**src/rtl/alu_cc_stage_if.sv**
```systemverilog
// Execute-stage bus: operand/control inputs from decode and register file,
// registered result, handshake and condition-code outputs back.
interface alu_cc_stage_if #(
  parameter int unsigned WIDTH = 16
);
  logic             start;
  logic [2:0]       ALUK;
  logic             SR2MUX;
  logic [WIDTH-1:0] IR;
  logic [WIDTH-1:0] SR1_IN;
  logic [WIDTH-1:0] SR2_IN;
  logic [WIDTH-1:0] BUS_IN;
  logic             LD_CC;
  logic             LD_BEN;
  logic [WIDTH-1:0] ALU_OUT;
  logic             done;
  logic             busy;
  logic             N;
  logic             Z;
  logic             P;
  logic             BEN;

  modport master (
    output start, ALUK, SR2MUX, IR, SR1_IN, SR2_IN, BUS_IN, LD_CC, LD_BEN,
    input  ALU_OUT, done, busy, N, Z, P, BEN
  );

  modport slave (
    input  start, ALUK, SR2MUX, IR, SR1_IN, SR2_IN, BUS_IN, LD_CC, LD_BEN,
    output ALU_OUT, done, busy, N, Z, P, BEN
  );
endinterface

```
**src/rtl/alu_cc_stage.sv**
```systemverilog
// LC-3 execute stage: registered ALU result, N/Z/P condition codes and BEN.
// Optional iterative shift-add multiply (ALUK=100) built when ALU_MUL_EN is defined.
module alu_cc_stage #(
  parameter int unsigned WIDTH      = 16,
  parameter int unsigned MUL_CYCLES = 16
) (
  input logic           clk,
  input logic           reset,
  alu_cc_stage_if.slave bus
);
  logic [WIDTH-1:0] op_a;
  logic [WIDTH-1:0] op_b;
  logic [WIDTH-1:0] alu_res;
  logic [WIDTH-1:0] alu_out_d, alu_out_q;
  logic             done_d, done_q;
  logic             n_d, n_q;
  logic             z_d, z_q;
  logic             p_d, p_q;
  logic             ben_d, ben_q;
  logic             unused_ir;

  assign unused_ir = ^{bus.IR[WIDTH-1:12], bus.IR[8:5]};

  assign op_a = bus.SR1_IN;
  assign op_b = bus.SR2MUX ? {{(WIDTH-5){bus.IR[4]}}, bus.IR[4:0]} : bus.SR2_IN;

  // Any ALUK code not otherwise decoded behaves as PASSA.
  always_comb begin
    alu_res = op_a;
    case (bus.ALUK)
      3'b000:  alu_res = op_a + op_b;
      3'b001:  alu_res = op_a & op_b;
      3'b010:  alu_res = ~op_a;
      default: alu_res = op_a;
    endcase
  end

  // BEN deliberately samples the pre-edge codes, so a same-edge LD_CC is not seen.
  always_comb begin
    n_d   = n_q;
    z_d   = z_q;
    p_d   = p_q;
    ben_d = ben_q;
    if (bus.LD_CC) begin
      n_d = bus.BUS_IN[WIDTH-1];
      z_d = (bus.BUS_IN == '0);
      p_d = !bus.BUS_IN[WIDTH-1] && (bus.BUS_IN != '0);
    end
    if (bus.LD_BEN) begin
      ben_d = (bus.IR[11] & n_q) | (bus.IR[10] & z_q) | (bus.IR[9] & p_q);
    end
  end

  always_ff @(posedge clk) begin
    if (reset) begin
      alu_out_q <= '0;
      done_q    <= 1'b0;
      n_q       <= 1'b0;
      z_q       <= 1'b1;
      p_q       <= 1'b0;
      ben_q     <= 1'b0;
    end else begin
      alu_out_q <= alu_out_d;
      done_q    <= done_d;
      n_q       <= n_d;
      z_q       <= z_d;
      p_q       <= p_d;
      ben_q     <= ben_d;
    end
  end

`ifdef ALU_MUL_EN
  typedef enum logic {IDLE, MUL} state_t;
  localparam int unsigned CNT_W = $clog2(MUL_CYCLES) + 1;

  state_t           state_d, state_q;
  logic [WIDTH-1:0] a_d, a_q;
  logic [WIDTH-1:0] b_d, b_q;
  logic [WIDTH-1:0] acc_d, acc_q;
  logic [WIDTH-1:0] acc_sum;
  logic [CNT_W-1:0] cnt_d, cnt_q;
  logic             busy_d, busy_q;
  logic             is_mul;

  assign is_mul  = (bus.ALUK == 3'b100);
  assign acc_sum = acc_q + (b_q[0] ? a_q : '0);

  always_comb begin
    state_d   = state_q;
    a_d       = a_q;
    b_d       = b_q;
    acc_d     = acc_q;
    cnt_d     = cnt_q;
    busy_d    = busy_q;
    alu_out_d = alu_out_q;
    done_d    = 1'b0;
    case (state_q)
      IDLE: begin
        if (bus.start) begin
          if (is_mul) begin
            a_d     = op_a;
            b_d     = op_b;
            acc_d   = '0;
            cnt_d   = '0;
            busy_d  = 1'b1;
            state_d = MUL;
          end else begin
            alu_out_d = alu_res;
            done_d    = 1'b1;
          end
        end
      end
      MUL: begin
        acc_d = acc_sum;
        a_d   = a_q << 1;
        b_d   = b_q >> 1;
        cnt_d = cnt_q + CNT_W'(1);
        // Final iteration writes the result directly so done lands on this edge.
        if (cnt_q == CNT_W'(MUL_CYCLES - 1)) begin
          alu_out_d = acc_sum;
          done_d    = 1'b1;
          busy_d    = 1'b0;
          state_d   = IDLE;
        end
      end
      default: begin
        busy_d  = 1'b0;
        state_d = IDLE;
      end
    endcase
  end

  always_ff @(posedge clk) begin
    if (reset) begin
      state_q <= IDLE;
      a_q     <= '0;
      b_q     <= '0;
      acc_q   <= '0;
      cnt_q   <= '0;
      busy_q  <= 1'b0;
    end else begin
      state_q <= state_d;
      a_q     <= a_d;
      b_q     <= b_d;
      acc_q   <= acc_d;
      cnt_q   <= cnt_d;
      busy_q  <= busy_d;
    end
  end

  assign bus.busy = busy_q;
`else
  localparam int unsigned unused_mul_cycles = MUL_CYCLES;

  always_comb begin
    alu_out_d = alu_out_q;
    done_d    = 1'b0;
    if (bus.start) begin
      alu_out_d = alu_res;
      done_d    = 1'b1;
    end
  end

  assign bus.busy = 1'b0;
`endif

  assign bus.ALU_OUT = alu_out_q;
  assign bus.done    = done_q;
  assign bus.N       = n_q;
  assign bus.Z       = z_q;
  assign bus.P       = p_q;
  assign bus.BEN     = ben_q;
endmodule
```
**src/flat_wrapper.sv**
```systemverilog
// flat-port wrapper written by rule: the top's interface ports become plain ports
module alu_cc_stage_flat 
#(
  parameter int unsigned WIDTH      = 16,
  parameter int unsigned MUL_CYCLES = 16
)
  (clk, reset, bus_start, bus_ALUK, bus_SR2MUX, bus_IR, bus_SR1_IN, bus_SR2_IN, bus_BUS_IN, bus_LD_CC, bus_LD_BEN, bus_ALU_OUT, bus_done, bus_busy, bus_N, bus_Z, bus_P, bus_BEN);
  alu_cc_stage_if #(.WIDTH(WIDTH)) bus_i ();
  input logic clk;
  input logic reset;
  input wire logic [$bits(bus_i.start)-1:0] bus_start;
  input wire logic [$bits(bus_i.ALUK)-1:0] bus_ALUK;
  input wire logic [$bits(bus_i.SR2MUX)-1:0] bus_SR2MUX;
  input wire logic [$bits(bus_i.IR)-1:0] bus_IR;
  input wire logic [$bits(bus_i.SR1_IN)-1:0] bus_SR1_IN;
  input wire logic [$bits(bus_i.SR2_IN)-1:0] bus_SR2_IN;
  input wire logic [$bits(bus_i.BUS_IN)-1:0] bus_BUS_IN;
  input wire logic [$bits(bus_i.LD_CC)-1:0] bus_LD_CC;
  input wire logic [$bits(bus_i.LD_BEN)-1:0] bus_LD_BEN;
  output wire logic [$bits(bus_i.ALU_OUT)-1:0] bus_ALU_OUT;
  output wire logic [$bits(bus_i.done)-1:0] bus_done;
  output wire logic [$bits(bus_i.busy)-1:0] bus_busy;
  output wire logic [$bits(bus_i.N)-1:0] bus_N;
  output wire logic [$bits(bus_i.Z)-1:0] bus_Z;
  output wire logic [$bits(bus_i.P)-1:0] bus_P;
  output wire logic [$bits(bus_i.BEN)-1:0] bus_BEN;
  assign bus_i.start = bus_start;
  assign bus_i.ALUK = bus_ALUK;
  assign bus_i.SR2MUX = bus_SR2MUX;
  assign bus_i.IR = bus_IR;
  assign bus_i.SR1_IN = bus_SR1_IN;
  assign bus_i.SR2_IN = bus_SR2_IN;
  assign bus_i.BUS_IN = bus_BUS_IN;
  assign bus_i.LD_CC = bus_LD_CC;
  assign bus_i.LD_BEN = bus_LD_BEN;
  assign bus_ALU_OUT = bus_i.ALU_OUT;
  assign bus_done = bus_i.done;
  assign bus_busy = bus_i.busy;
  assign bus_N = bus_i.N;
  assign bus_Z = bus_i.Z;
  assign bus_P = bus_i.P;
  assign bus_BEN = bus_i.BEN;
  alu_cc_stage #(.WIDTH(WIDTH), .MUL_CYCLES(MUL_CYCLES)) u_core (.clk(clk), .reset(reset), .bus(bus_i));
endmodule
```
**config.mk**
```make
export PLATFORM = sky130hd
export DESIGN_NAME = alu_cc_stage_flat
export DESIGN_NICKNAME = d
export VERILOG_FILES = /design/src/rtl/alu_cc_stage_if.sv /design/src/rtl/alu_cc_stage.sv /design/src/flat_wrapper.sv
export SDC_FILE = /design/constraint.sdc
export NUM_CORES = 1
export LEC_CHECK = 0
export CORE_MARGIN = 5
export CORE_UTILIZATION = 25
export DETAILED_ROUTE_END_ITERATION = 16
export GPL_TIMING_DRIVEN = 0
export SYNTH_ARGS = -nofsm -noshare
export SYNTH_HDL_FRONTEND = slang
export SYNTH_SLANG_ARGS = --single-unit
```
**constraint.sdc**
```tcl
create_clock -name clk -period 7.2 [get_ports clk]
set_clock_uncertainty 0.2 [all_clocks]
set_input_delay 1.44 -clock clk [delete_from_list [all_inputs] [get_ports clk]]
set_output_delay 1.44 -clock clk [all_outputs]
set_load 0.02 [all_outputs]
```
Yosys cells after proc, flatten, opt, wreduce, memory -nomap -nowiden. Cells that the tools add are included. Widths: inputs -> output; s select.

Register bits: 21. Output and inout bits: 22. Logic and storage cells: 24.

$add $sub $neg: 1. Equal/unequal tests: 2. Muxes and demuxes: 3. Bitwise gates (word level): 7. Reduce and logical (&&, ||, !) cells: 5.

Operator list (number): $pmux 16 s3 (1); $add 16x16->16 (1); $and 16x16->16 (1); $logic_not 16->1 (1); $mux 16 (1); $not 16->16 (1); $reduce_bool 16->1 (1); $and 1x1->1 (3); $eq 3x1->1 const B (1); $eq 3x2->1 const B (1); $logic_not 3->1 (1); $or 1x1->1 (2); $logic_and 1x1->1 (1); $logic_not 1->1 (1); $mux 1 (1).

Logic depth before layout (Yosys ltp). Gate-level depths: netlist of run 1.

Depth in word-level cells: 3. Gate-level depth with buffers: 13. Gate-level depth less buffers: 10.

Worst setup path after synthesis of run 1. No wires, ideal clock.

Kind: in2reg. Start point: in bus_SR2MUX. End point: reg u_core.alu_out_q[14], in the netlist u_core.bus.ALU_OUT[14]. Setup time: 133 ps. Data arrival time: 3716 ps. Data required time: 6867 ps. Path slack: 3151 ps. Cell stages on the path: 11. Path buffers: 1. Cells stage by stage: clkbuf_1 mux2_2 ha_1 fa_1 a211oi_1 o21ai_1 nand2_1 o21ai_1 xor2_1 a211oi_1 o32ai_1.

Word-level cells in the longest chain between the ends: 3. Elaborated cells on any way between the ends: 4. Those cells by class: add/sub (1); mux (2); bitwise (1).

RTL lines: start: declaration (line flat_wrapper.sv:13) `input wire logic [$bits(bus_i.SR2MUX)-1:0] bus_SR2MUX;`; $mux 16 (*) (line alu_cc_stage.sv:25) `assign op_b = bus.SR2MUX ? {{(WIDTH-5){bus.IR[4]}}, bus.IR[4:0]} : bus.SR2_IN;`; $add 16x16->16 / $and 16x16->16 (equally long branches) (line alu_cc_stage.sv:31, alu_cc_stage.sv:32); $pmux 16 s3 (*) (line alu_cc_stage.sv:30) `case (bus.ALUK)`; end signal: assignment (line alu_cc_stage.sv:63) `alu_out_q <= alu_out_d;`; end: declaration (line alu_cc_stage.sv:14) `logic [WIDTH-1:0] alu_out_d, alu_out_q;`.

Every way passes the cells marked *; elsewhere a longest branch is shown, timed or not. A chain may end at the register's enable or synchronous reset.

Worst setup path in the final report of run 1.
Start point: in bus_SR2MUX. End point: reg u_core.alu_out_q[10], in the netlist u_core.bus.ALU_OUT[10].

The elaborated chain is that of the path after synthesis.

==> reports/metrics.cfg, run 1 <==
[run_status]
status=complete, no violations

[floorplan]
rows=33
dieArea_um2=10400
die_h_um=102
top_level_ports=95
start_util_pct=25.7
core_region_area_um2=8220
die_x_um=102

[timing]
min_period_ps=4140
hold_viol_final=0
worst_pin_slew_ps=543
finalSetupTns_ps=0
fin_crit_sh_pct=57.5
maxSlewHeadroom_pct=63.8
slew_viol_final=0
final.setup.worst_slack_ps=3060
setup_viol=0
rsz0062_at_grt=false
fmax_mhz=242

[cells_and_area]
layout_commonest_cell=clkdlybuf4s50_1
fin_area_um2=3110
fillers=856
final_core_util_pct=37.8
drive_above_1_share_pct=5.04
num_antenna_cells=0
area_delta_synth_final_pct=47.2
layout_common_cells=clkdlybuf4s50_1, nand2_1, a21oi_1
fin_nets=468

[drt]
wl_per_cell_um=14.6
post-route-drc-count=0
vias=2376
ant_nets=0
via_per_inst=4.93
routed_wl_um=7030
drtIter0Drc=168
dr.pass1.iters=5

[worst_setup_path]
end_kind=register
criticalPathCategory=in2reg
required_ps=7130
crit_family=compound AO/OA/AOI/OAI gates
max_stage_delay_ps=430
crit_path_start_kind=input port
rr_worst_depth=2
rr_endpoint=u_core.bus.BEN
crit_top_cell=a211oi_1
arrival_ps=4070
path_max_fanout=8
regToRegStartpoint=u_core.bus.N
cp_cell_sequence=clkbuf_1, mux2_2, ha_1, fa_1, a211oi_1, o21ai_1, nand2_1, o21bai_1, xnor2_1, a211oi_1, o32ai_1
cp_slowest_cell=fa_1
worst-path-buf-inv=1
reg2reg_slack_ps=6120

[min_path]
hp-class=reg2reg
min_delay_path_depth=2
holdPathEnd=u_core.bus.ALU_OUT[5]
hp-start=u_core.bus.ALU_OUT[5]

[yosys]
netlist_instances=291
ys.flop_type=dfxtp_1
synth_cell_type_count=48
yosys_warnings=0
ys_ff_latch=21
synth-seq-area-share_pct=19.9
netlist_area_um2=2110
synth_async_sr_flop_share_pct=0
syn-num-nets=381
synth_edf_count=0
syn_area_per_cell_um2=7.26

[grt]
antenna_found_initial=0
grt_max_degree=12
grt_pass1_vias=2341
grtUsageTotal_pct=13.0
grt_pass1_wl_um=11000
grt.overflow.total=0

[clock_tree]
clkLatencyLatePin_ps=260
cts_hold_buffers=0
cts_tree=done
clk_pin_slew_worst_paths_ps=70
cts_setup_buffers=0
htreeDepth=1
root_buffer=clkbuf_8
cts_buffer_depth=2
cts_resized=0
numCtsBuffers=3
cts_sinks=21

[job]
drv_cap=0

[placement]
post_dp_cell_area_um2=3060
dpl_worst_slack_ps=2740
hpwl_um=5890
place_congestion=0.827
port_buffers=82

[power]
p_leak_nw=1.22
cellPowerDensity_nw_per_um2=132
peakVddDrop_mv=0.0627

[state kept, by name, indices dropped and copies added (netlist names)]
name / cells
u_core.bus.ALU_OUT: 16
u_core.bus.BEN: 1
u_core.bus.N: 1
u_core.bus.P: 1
u_core.bus.Z: 1
u_core.bus.done: 1
[cell type report]
class | count | area (um^2) | area share [%]
Sequential cell | 21 | 420 | 13.5
Clock buffer | 4 | 45.0 | 1.45
Inverter | 21 | 78.8 | 2.54
Tap cell | 105 | 131 | 4.23
Timing Repair Buffer | 82 | 821 | 26.4
Buffer | 18 | 78.8 | 2.54
Multi-Input combinational cell | 231 | 1530 | 49.3
[Yosys cell counts, types with 2 or more instances]
master	number	area share [%]
a211oi_1	7	2.5
a21o_1	3	1.1
a21oi_1	25	5.9
a221oi_1	3	1.2
a22o_1	3	1.2
a311oi_1	2	0.83
a31oi_1	2	0.59
buf_2	3	0.71
buf_4	2	0.71
clkbuf_1	12	2.1
dfxtp_1	21	20
ha_1	16	9.5
inv_1	21	3.7
mux2_2	4	2.1
mux2i_1	3	1.4
nand2_1	28	5.0
nand2b_1	6	1.8
nand3_1	4	0.95
nand4_1	3	0.89
nor2_1	23	4.1
nor2b_1	8	2.4
nor3_1	7	1.7
nor4_1	3	0.89
o2111ai_1	3	1.2
o211a_1	2	0.95
o211ai_1	7	2.5
o21ai_0	24	5.7
o21ai_1	5	1.2
o21bai_1	4	1.4
o22a_1	5	2.1
o32ai_1	4	1.7
xnor2_1	9	3.7
xor2_1	4	1.7
[tightest hold or removal path, stage by stage (launching register included)]
cell and delay [ps]:
dfxtp_1 310, nand2b_1 60, a21oi_1 50
[stage by stage]
step           hold slack [ps]  cells  total power, mW
4_1_cts                    272    482            0.415
5_1_grt                    294    482            0.442
2_1_floorplan              336    291            0.255
3_5_place_dp               261    478            0.338
6_report                   272    482            0.412
3_3_place_gp               259    478            0.337
[cell families after synthesis]
logic type      synth area share (%)
mux                             3.55
compound gates                  34.2
fa+ha+maj                       10.4
simple gates                    18.9
buf+inv                         7.46
other cells                    0.178
xor+xnor                        5.39
flops                           19.9
[worst max path at each step]
stage	from	to	depth (start not counted)
2_1_floorplan	bus_SR2MUX	u_core.bus.ALU_OUT[14]	11
3_3_place_gp	bus_SR2MUX	u_core.bus.ALU_OUT[10]	11
3_5_place_dp	bus_SR2MUX	u_core.bus.ALU_OUT[10]	11
4_1_cts	bus_SR2MUX	u_core.bus.ALU_OUT[10]	11
5_1_grt	bus_IR[4]	u_core.bus.ALU_OUT[14]	13
6_report	bus_SR2MUX	u_core.bus.ALU_OUT[10]	11
[where the power goes]
part / internal [mW] / leakage, nW / switching (mW)
Combinational: 0.101 / 1.02 / 0.104
Clock: 0.0394 / 0.0228 / 0.0371
Sequential: 0.125 / 0.174 / 0.00480
[metal layers]
metal | routed length, um | vias up | part of all wire (%) | GRT usage [%]
met1 | 3260 | 1063 | 46 | 17.4
met3 | 473 | 10 | 6.7 | 1.37
met4 | 123 | 0 | 1.8 | 4.14
met2 | 3170 | 79 | 45 | 22.1
li1 | - | 1224 | - | -
met5 | 0 | - | 0 | 0
Note: power is estimated with default switching activity, not from simulation.
==> run 2: changes to the inputs <==
Clock period 7.2 ns to 3.5 ns, I/O delays scaled along.
==> reports/metrics.cfg, run 2 (synthesized netlist as in run 1, its figures left out) <==
[drt]
dr.pass1.iters=4  ; was 5
wl_per_cell_um=14.6  ; about the same
post-route-drc-count=0  ; unchanged
via_per_inst=4.95  ; was 4.93
vias=2381  ; was 2,376
ant_nets=0  ; unchanged
drtIter0Drc=185  ; was 168
routed_wl_um=7050  ; was 7030 um

[grt]
grt_max_degree=12  ; unchanged
grt_pass1_wl_um=11000  ; unchanged
antenna_found_initial=0  ; unchanged
grtUsageTotal_pct=13.0  ; unchanged
grt_pass1_vias=2341  ; unchanged
grt.overflow.total=0  ; unchanged

[worst_setup_path]
cp-endpoint=u_core.bus.ALU_OUT[10]  ; unchanged
rr_endpoint=u_core.bus.BEN  ; unchanged
max_stage_delay_ps=440  ; was 430 ps
criticalPathCategory=in2reg  ; unchanged
path_max_fanout=3  ; was 8
end_kind=register  ; unchanged
reg2reg_slack_ps=2420  ; was 6120 ps
cp_slowest_cell=fa_1  ; unchanged
crit_start=bus_IR[0]  ; was bus_SR2MUX
crit_path_start_kind=input port  ; unchanged
rr_worst_depth=2  ; unchanged
required_ps=3430  ; was 7130 ps
cp_cell_sequence=clkdlybuf4s50_1, mux2_2, ha_1, fa_1, a211oi_2, o21ai_1, nand2_1, o21bai_1, xnor2_1, a211oi_1, o32ai_1  ; was clkbuf_1, mux2_2, ha_1, fa_1, a211oi_1, o21ai_1, nand2_1, o21bai_1, xnor2_1, a211oi_1, o32ai_1
regToRegStartpoint=u_core.bus.N  ; unchanged
arrival_ps=3190  ; was 4070 ps

[clock_tree]
cts_setup_buffers=0  ; unchanged
root_buffer=clkbuf_8  ; unchanged
clk_pin_slew_worst_paths_ps=70  ; about the same
cts_sinks=21  ; unchanged
cts_resized=0  ; unchanged
clkLatencyLatePin_ps=250  ; was 260 ps
numCtsBuffers=3  ; unchanged
cts_tree=done  ; unchanged
cts_buffer_depth=2  ; unchanged
cts_hold_buffers=0  ; unchanged
htreeDepth=1  ; unchanged

[timing]
rsz0062_at_grt=false  ; unchanged
slew_viol_final=0  ; unchanged
setup_viol=0  ; unchanged
hold_viol_final=0  ; unchanged
min_period_ps=3270
final.setup.worst_slack_ps=232  ; was 3060 ps
finalSetupTns_ps=0  ; unchanged
fmax_mhz=306
worst_pin_slew_ps=544  ; was 543 ps
maxSlewHeadroom_pct=63.7  ; was 63.8%
holdWs_ps=273  ; was 272 ps
fin_crit_sh_pct=93.4

[floorplan]
top_level_ports=95  ; unchanged
dieArea_um2=10400  ; unchanged
die_x_um=102  ; unchanged
core_region_area_um2=8220  ; unchanged
rows=33  ; unchanged
start_util_pct=25.7  ; unchanged
die_h_um=102  ; unchanged

[min_path]
hp-class=reg2reg  ; unchanged
min_delay_path_depth=2  ; unchanged

[cells_and_area]
multiInputGateArea_um2=1540  ; was 1530 um^2
layout_common_cells=clkdlybuf4s50_1, nand2_1, a21oi_1  ; unchanged
num_antenna_cells=0  ; unchanged
fin_area_um2=3110  ; about the same
drive_above_1_share_pct=5.85  ; was 5.04%
largest_register_ffs=16  ; unchanged
area_delta_synth_final_pct=47.5  ; was 47.2%
regArea_um2=420  ; unchanged
fillers=855  ; was 856
layout_commonest_cell=clkdlybuf4s50_1  ; unchanged
fin_nets=467  ; was 468

[placement]
place_congestion=0.827  ; unchanged
port_buffers=82  ; unchanged
hpwl_um=5890  ; unchanged
post_dp_cell_area_um2=3060  ; unchanged
dpl_worst_slack_ps=-216  ; was 2740 ps

[run_status]
status=complete, no violations  ; unchanged

[power]
p_total_mw=0.849  ; was 0.412 mW
cellPowerDensity_nw_per_um2=273  ; was 132 nW/um^2
p_leak_nw=1.22  ; about the same
peakVddDrop_mv=0.128  ; was 0.0627 mV

[job]
drv_cap=0  ; unchanged

[run 2: cell count changes in the layout (fill, tap and decap cells not counted)]
cell	delta
nand2_1	-1
nand2_2	+1
a211oi_2	+1
clkbuf_2	+1
clkbuf_1	-2
a211oi_1	-1
[run 2: area by class of cell]
cell class	instances	share of cell area, %
inverter	21	2.53
clock buffer	4	1.45
buffer	17	2.45
timing repair buffer	82	26.4
sequential	21	13.5
multi-input combinational	231	49.5
tap	105	4.22
[run 2: worst min-delay path by stage]
stage	start	to	slack, ps
after floorplan	u_core.bus.Z	u_core.bus.Z	340
after CTS	u_core.bus.ALU_OUT[5]	u_core.bus.ALU_OUT[5]	270
after global placement	u_core.bus.ALU_OUT[5]	u_core.bus.ALU_OUT[5]	260
final	u_core.bus.ALU_OUT[5]	u_core.bus.ALU_OUT[5]	270
after detailed placement	u_core.bus.ALU_OUT[5]	u_core.bus.ALU_OUT[5]	260
after global routing	u_core.bus.ALU_OUT[5]	u_core.bus.ALU_OUT[5]	290
[run 2: worst max-delay path, delay by kind of cell]
kind                       cells  cell delay [ps]
adders and majority gates      2              660
AOI/OAI and AO/OA              5              940
buffers and inverters          1              390
muxes                          1              260
and+or+nand+nor                1              110
xor gates and xnor gates       1              130
[run 2: per-layer routing]
layer | vias to the layer above | part of all wire, % | GRT usage, %
met4 | 0 | 1.7 | 4.14
met1 | 1066 | 46 | 17.4
met5 | - | 0 | 0
met2 | 82 | 45 | 22.1
met3 | 10 | 6.7 | 1.37
li1 | 1223 | - | -
[run 2: power breakdown]
| part | leakage, nW | switching (mW) | internal, mW |
|---|---|---|---|
| combinational | 1.02 | 0.216 | 0.209 |
| sequential | 0.174 | 0.00988 | 0.257 |
| clock | 0.0228 | 0.0759 | 0.0810 |
[run 2: through the flow]
| step | util, % | std cells |
|---|---|---|
| after floorplan | - | 291 |
| after global placement | 37.3 | 478 |
| final | 37.9 | 481 |
| after global routing | 37.9 | 481 |
| after detailed placement | 37.3 | 478 |
| after CTS | 37.8 | 482 |
